<file path="src/rtl/cnt_arb_pkg.sv">
// Shared types and constants for the count access arbiter.
package cnt_arb_pkg;

  // Access sequencer states
  typedef enum logic [1:0] {
    ST_IDLE    = 2'd0,
    ST_ACCESS  = 2'd1,
    ST_RELEASE = 2'd2
  } state_e;

  // Requester indices
  localparam int unsigned REQ_WB   = 0;
  localparam int unsigned REQ_LA   = 1;
  localparam int unsigned REQ_HOST = 2;

  // Default geometry
  localparam int unsigned DEF_NREQ = 3;
  localparam int unsigned DEF_BITS = 32;

endpackage

</file>
<file path="src/rtl/rr_pick.sv">
// Combinational round-robin picker: searches from last_grant+1 with wrap.
module rr_pick #(
  parameter  int unsigned NREQ = 3,
  localparam int unsigned GW   = (NREQ > 1) ? $clog2(NREQ) : 1
) (
  input  logic [NREQ-1:0] i_req,
  input  logic [GW-1:0]   i_last_grant,
  output logic [GW-1:0]   o_pick_c,
  output logic            o_found_c
);

  logic [GW-1:0] w_idx;

  // First requester at or after last_grant+1 (mod NREQ) wins
  always_comb begin
    o_pick_c  = '0;
    o_found_c = 1'b0;
    w_idx     = '0;
    for (int unsigned k = 1; k <= NREQ; k++) begin
      w_idx = GW'((32'(i_last_grant) + k) % NREQ);
      if (!o_found_c && i_req[w_idx]) begin
        o_found_c = 1'b1;
        o_pick_c  = w_idx;
      end
    end
  end

endmodule

</file>
<file path="src/rtl/count_access_arbiter.sv">
// Round-robin shared access to the free-running count register.
module count_access_arbiter
  import cnt_arb_pkg::*;
#(
  parameter  int unsigned BITS  = DEF_BITS,
  parameter  int unsigned NREQ  = DEF_NREQ,
  localparam int unsigned GW    = (NREQ > 1) ? $clog2(NREQ) : 1,
  localparam int unsigned BYTES = BITS / 8
) (
  input  logic                  clk,
  input  logic                  reset,
  input  logic [NREQ-1:0]       req_valid,
  input  logic [NREQ-1:0]       req_we,
  input  logic [NREQ*BYTES-1:0] req_wstrb,
  input  logic [NREQ*BITS-1:0]  req_wdata,
  input  logic                  count_en,
  output logic [NREQ-1:0]       req_ready,
  output logic [BITS-1:0]       rsp_rdata,
  output logic [GW-1:0]         grant_id,
  output logic                  busy,
  output logic [BITS-1:0]       count
);

  state_e            r_state;
  state_e            w_state_nxt;
  logic [GW-1:0]     r_grant;
  logic [GW-1:0]     r_last;
  logic [NREQ-1:0]   r_ready;
  logic [BITS-1:0]   r_rdata;
  logic [BITS-1:0]   r_count;
  logic              r_busy;

  logic [GW-1:0]     w_pick;
  logic              w_found;
  logic              w_we_g;
  logic [BYTES-1:0]  w_wstrb_g;
  logic [BITS-1:0]   w_wdata_g;
  logic [BITS-1:0]   w_merged;
  logic [NREQ-1:0]   w_ready_hot;
  logic              w_wr_commit;

  rr_pick #(.NREQ(NREQ)) u_rr_pick (
    .i_req        (req_valid),
    .i_last_grant (r_last),
    .o_pick_c     (w_pick),
    .o_found_c    (w_found)
  );

  // State register
  always_ff @(posedge clk) begin
    if (reset) r_state <= ST_IDLE;
    else       r_state <= w_state_nxt;
  end

  // Next state, granted requester's payload, strobe merge and commit decision
  always_comb begin
    w_state_nxt = r_state;
    w_we_g      = 1'b0;
    w_wstrb_g   = '0;
    w_wdata_g   = '0;
    w_ready_hot = '0;
    w_merged    = r_count;
    w_wr_commit = 1'b0;

    for (int unsigned i = 0; i < NREQ; i++) begin
      if (GW'(i) == r_grant) begin
        w_we_g         = req_we[i];
        w_wstrb_g      = req_wstrb[i*BYTES +: BYTES];
        w_wdata_g      = req_wdata[i*BITS +: BITS];
        w_ready_hot[i] = 1'b1;
      end
    end

    for (int unsigned b = 0; b < BYTES; b++) begin
      if (w_wstrb_g[b]) w_merged[b*8 +: 8] = w_wdata_g[b*8 +: 8];
    end

    case (r_state)
      ST_IDLE:    if (w_found) w_state_nxt = ST_ACCESS;
      ST_ACCESS: begin
        w_wr_commit = w_we_g && (|w_wstrb_g);
        w_state_nxt = ST_RELEASE;
      end
      ST_RELEASE: w_state_nxt = ST_IDLE;
      default:    w_state_nxt = ST_IDLE;
    endcase
  end

  // Grant bookkeeping, ready pulse, read capture and busy flag
  always_ff @(posedge clk) begin
    if (reset) begin
      r_grant <= '0;
      r_last  <= GW'(NREQ - 1);
      r_ready <= '0;
      r_rdata <= '0;
      r_busy  <= 1'b0;
    end else begin
      r_busy <= (w_state_nxt != ST_IDLE);
      case (r_state)
        ST_IDLE: begin
          r_ready <= '0;
          if (w_found) r_grant <= w_pick;
        end
        ST_ACCESS: begin
          r_rdata <= r_count;
          r_ready <= w_ready_hot;
          r_last  <= r_grant;
        end
        default: r_ready <= '0;
      endcase
    end
  end

  // Count register: a committed write overrides the increment
  always_ff @(posedge clk) begin
    if (reset)            r_count <= '0;
    else if (w_wr_commit) r_count <= w_merged;
    else if (count_en)    r_count <= r_count + BITS'(1);
  end

  assign req_ready = r_ready;
  assign rsp_rdata = r_rdata;
  assign grant_id  = r_grant;
  assign busy      = r_busy;
  assign count     = r_count;

endmodule

</file>
<file path="config.mk">
export PLATFORM = sky130hd
export DESIGN_NAME = count_access_arbiter
export DESIGN_NICKNAME = d
export VERILOG_FILES = /design/src/rtl/cnt_arb_pkg.sv /design/src/rtl/rr_pick.sv /design/src/rtl/count_access_arbiter.sv
export SDC_FILE = /design/constraint.sdc
export NUM_CORES = 1
export LEC_CHECK = 0
export BUFFER_PORTS_ARGS = -buffer_cell sky130_fd_sc_hd__buf_4
export CAP_MARGIN = 0
export CORE_MARGIN = 5
export CORE_UTILIZATION = 34
export CTS_BUF_LIST = sky130_fd_sc_hd__clkbuf_16
export CTS_CLUSTER_DIAMETER = 80
export CTS_CLUSTER_SIZE = 30
export DETAILED_ROUTE_END_ITERATION = 16
export SLEW_MARGIN = 20
export SYNTH_ARGS = -nofsm -noshare
export SYNTH_HDL_FRONTEND = slang
export SYNTH_SLANG_ARGS = --single-unit
</file>
<file path="constraint.sdc">
create_clock -name clk -period 4.9 [get_ports clk]
set_clock_uncertainty 0.2 [all_clocks]
set_input_delay 1.47 -clock clk [delete_from_list [all_inputs] [get_ports clk]]
set_output_delay 1.47 -clock clk [all_outputs]
set_load 0.005 [all_outputs]
</file>
==> impl_metrics.env <==
export IMPL_coreArea_mm2=0.0133
export IMPL_cp_max_fo=16
export IMPL_r2r_start="grant_id[0]$_SDFFE_PP0P_"
export IMPL_pre_cts_ws_ps=1090
export IMPL_synth_nets=728
export IMPL_vias=5111
export IMPL_die_width_um=127
export IMPL_cts_hold_buf=0
export IMPL_grt_max_degree=82
export IMPL_seq_area_frac_synth=0.320
export IMPL_path_clk_slew_ps=60
export IMPL_finalHoldViolCount=0
export IMPL_ctsLongestPathBuffers=2
export IMPL_max_slew_worst_pin_slew_ps=987
export IMPL_outcome="complete, no violations"
export IMPL_hold_ws_ps=255
export IMPL_hold_path_class="register to register"
export IMPL_crit_required_ps=4920
export IMPL_cp_end_kind="register"
export IMPL_holdPathEnd="rsp_rdata[2]$_SDFFE_PP0P_"
export IMPL_drtIter0Drc=373
export IMPL_path_class="input port to register"
export IMPL_cts_setup_buffers=0
export IMPL_netlist_area_mm2=0.00464
export IMPL_cts_tree="done"
export IMPL_cpPeakStageDelay_ps=470
export IMPL_routed_via_density=5.43
export IMPL_antenna_found_initial=0
export IMPL_yosys_area_top_type="dfxtp_1"
export IMPL_p_per_area_mw_per_mm2=286
export IMPL_grt_usage=0.200
export IMPL_ir_worst_vdd_mv=0.132
export IMPL_relSlewSlack=0.342
export IMPL_crit_path_start_kind="input port"
export IMPL_ys_flop_type="dfxtp_1"
export IMPL_ys_ff_latch=74
export IMPL_fillCellCount=1326
export IMPL_min_path_cells=2
export IMPL_ys_types=65
export IMPL_synth_area_leaders="dfxtp_1 (32%), mux2i_1 (9.9%), nand2_1 (8.9%)"
export IMPL_worstRegToRegCells=8
export IMPL_max_freq_mhz=284
export IMPL_netlist_area_leader_share=0.320
export IMPL_cts_root_buffer="clkbuf_16"
export IMPL_layoutNonFillerInstCount=941
export IMPL_dpl_instance_area_mm2=0.00608
export IMPL_postSynthAreaPerCell_um2=7.65
export IMPL_cpMostUsedCell="buf_4"
export IMPL_rsz0062_at_grt="no"
export IMPL_final_setup_viol_count=0
export IMPL_worst_path_max_delay_cell="nand2_1"
export IMPL_multi_input_area_mm2=0.00283
export IMPL_cts_htree_levels=3
export IMPL_ctsResizeCount=0
export IMPL_worstHoldStart="rsp_rdata[2]$_SDFFE_PP0P_"
export IMPL_synth_edf_count=0
export IMPL_dp_cells=928
export IMPL_ios=187
export IMPL_initial_core_util=0.349
export IMPL_synth_cells=606
export IMPL_path_cells="buf_4 > mux2i_1 > a2bb2oi_2 > nand4bb_4 > nand2_1 > buf_4 > a21oi_1 > o32ai_1"
export IMPL_cp_data_arrival_time_ps=3540
export IMPL_clkSinkCount=74
export IMPL_rr_endpoint="count[7]$_SDFFE_PP0P_"
export IMPL_p_leak_nw=2.52
export IMPL_maxSlewViolCount=0
export IMPL_wl_um=16600
export IMPL_rows=42
export IMPL_routabilityCongestion=0.918
export IMPL_p_total_mw=1.81
export IMPL_grt_pass1_vias=5101
export IMPL_clk_insertion_delay_late_ps=330
export IMPL_num_nets_final=885
export IMPL_die_h_um=127
export IMPL_period_minus_slack_ps=3520
export IMPL_fin_ws_ps=1380
export IMPL_dieArea_mm2=0.0161
export IMPL_drive_above_1_share=0.292
export IMPL_area_growth_pct=36.4
export IMPL_grt_pass1_wl_um=26100
export IMPL_r2r_slack_ps=1520
export IMPL_fin_crit_sh=0.718
export IMPL_fin_area_mm2=0.00632
export IMPL_cap_violations=0
export IMPL_final_util=0.476
export IMPL_fin_setup_tns_ps=0
export IMPL_cts_buffers=9
export IMPL_drt_wirelength_per_cell_um=17.7
export IMPL_synth_async_reset_ratio=0
export IMPL_port_buffers=186
export IMPL_first_pass_iters=5
export IMPL_overflow=0
export IMPL_hpwlAfterDp_um=12200
export IMPL_yosysWarningCount=0
export IMPL_drc_errors=0
export IMPL_seq_area_mm2=0.00148
export IMPL_ant_nets=0
export IMPL_n_antenna_cell=0
critical path, delay by kind of cell:
family	cells	cell delay, ps
muxes	1	160
buffers and inverters	2	430
AOI/OAI and AO/OA	3	690
and+or+nand+nor	2	780
sequential cells by signal (all words and copies together), names as in the netlist:
signal     count
r_last         2
rsp_rdata     32
req_ready      3
count         32
busy           1
r_state        2
grant_id       2
cells in the mapped netlist, types with 2 or more instances:
library cell / number
a211o_1: 3
a211oi_1: 8
a21oi_1: 79
a221oi_1: 5
a2bb2oi_2: 2
a31oi_1: 4
and2_1: 2
and3_1: 6
buf_1: 4
buf_2: 7
buf_4: 3
buf_6: 5
clkbuf_1: 28
dfxtp_1: 74
ha_1: 5
inv_1: 26
mux2i_1: 46
nand2_1: 110
nand2b_1: 6
nand3_1: 20
nand3b_1: 2
nand4_1: 13
nor2_1: 27
nor2b_1: 4
nor3_1: 10
nor4_1: 2
o211a_1: 2
o21a_1: 3
o21ai_0: 27
o21ai_1: 3
o22a_1: 2
o22ai_1: 8
o2bb2ai_1: 3
o31a_1: 4
o31ai_1: 2
o32ai_1: 15
or3_1: 6
xnor2_1: 3
cell usage in the layout (no fill, tap or decap), drive strengths merged, types with 8 or more instances in the layout:
cell	synthesis	routed
a21oi	79	79
nor3	11	11
a211oi	8	8
o22ai	8	8
o21ai	30	30
nor2	29	29
mux2i	46	46
nand2	110	110
nand3	20	20
o32ai	16	16
dfxtp	74	74
nand4	14	14
inv	26	28
buf	19	193
clkbuf	28	9
worst max-delay path by stage:
stage | startpoint | end | slack (ps) | depth (start not counted)
3_5_place_dp | req_wstrb[4] | count[7]$_SDFFE_PP0P_ | 1090 | 8
2_1_floorplan | count_en | count[0]$_SDFFE_PP0P_ | 1820 | 7
5_1_grt | req_wstrb[4] | count[27]$_SDFFE_PP0P_ | 1240 | 8
6_report | req_wstrb[4] | count[7]$_SDFFE_PP0P_ | 1380 | 8
3_3_place_gp | req_wstrb[4] | count[5]$_SDFFE_PP0P_ | 1200 | 8
4_1_cts | req_wstrb[4] | count[7]$_SDFFE_PP0P_ | 1420 | 8
routing by layer:
layer / wire length [µm] / global-route usage / part of all wire
met1: 6820 / 0.238 / 0.41
met2: 8220 / 0.344 / 0.49
met3: 1120 / 0.0525 / 0.067
met4: 462 / 0.0795 / 0.028
met5: 0 / 0 / 0
kinds of logic (layout without fill, tap and decap cells):
| kind of cell | count (synthesis) | after routing | share of synthesized area |
|---|---|---|---|
| AO/OA/AOI/OAI | 184 | 184 | 0.259 |
| XOR/XNOR | 3 | 3 | 0.00567 |
| adder cells (fa/ha/maj) | 5 | 5 | 0.0135 |
| buffers and inverters | 73 | 232 | 0.0715 |
| flip-flops | 74 | 74 | 0.320 |
| multiplexers | 46 | 46 | 0.0993 |
| AND/OR/NAND/NOR | 221 | 221 | 0.231 |
report_power, final:
part / internal, mW / total (mW) / leakage [nW] / switching [mW]
clock: 0.327 / 0.563 / 0.125 / 0.236
sequential: 0.643 / 0.708 / 0.602 / 0.0649
combinational: 0.245 / 0.538 / 1.80 / 0.292
layout make-up:
type	count	area share
Inverter	26	0.0154
Tap cell	176	0.0348
Timing Repair Buffer	193	0.229
Multi-Input combinational cell	459	0.448
Sequential cell	74	0.235
Clock buffer	9	0.0356
Clock inverter	4	0.00237
(Power assumes the default switching activity.)
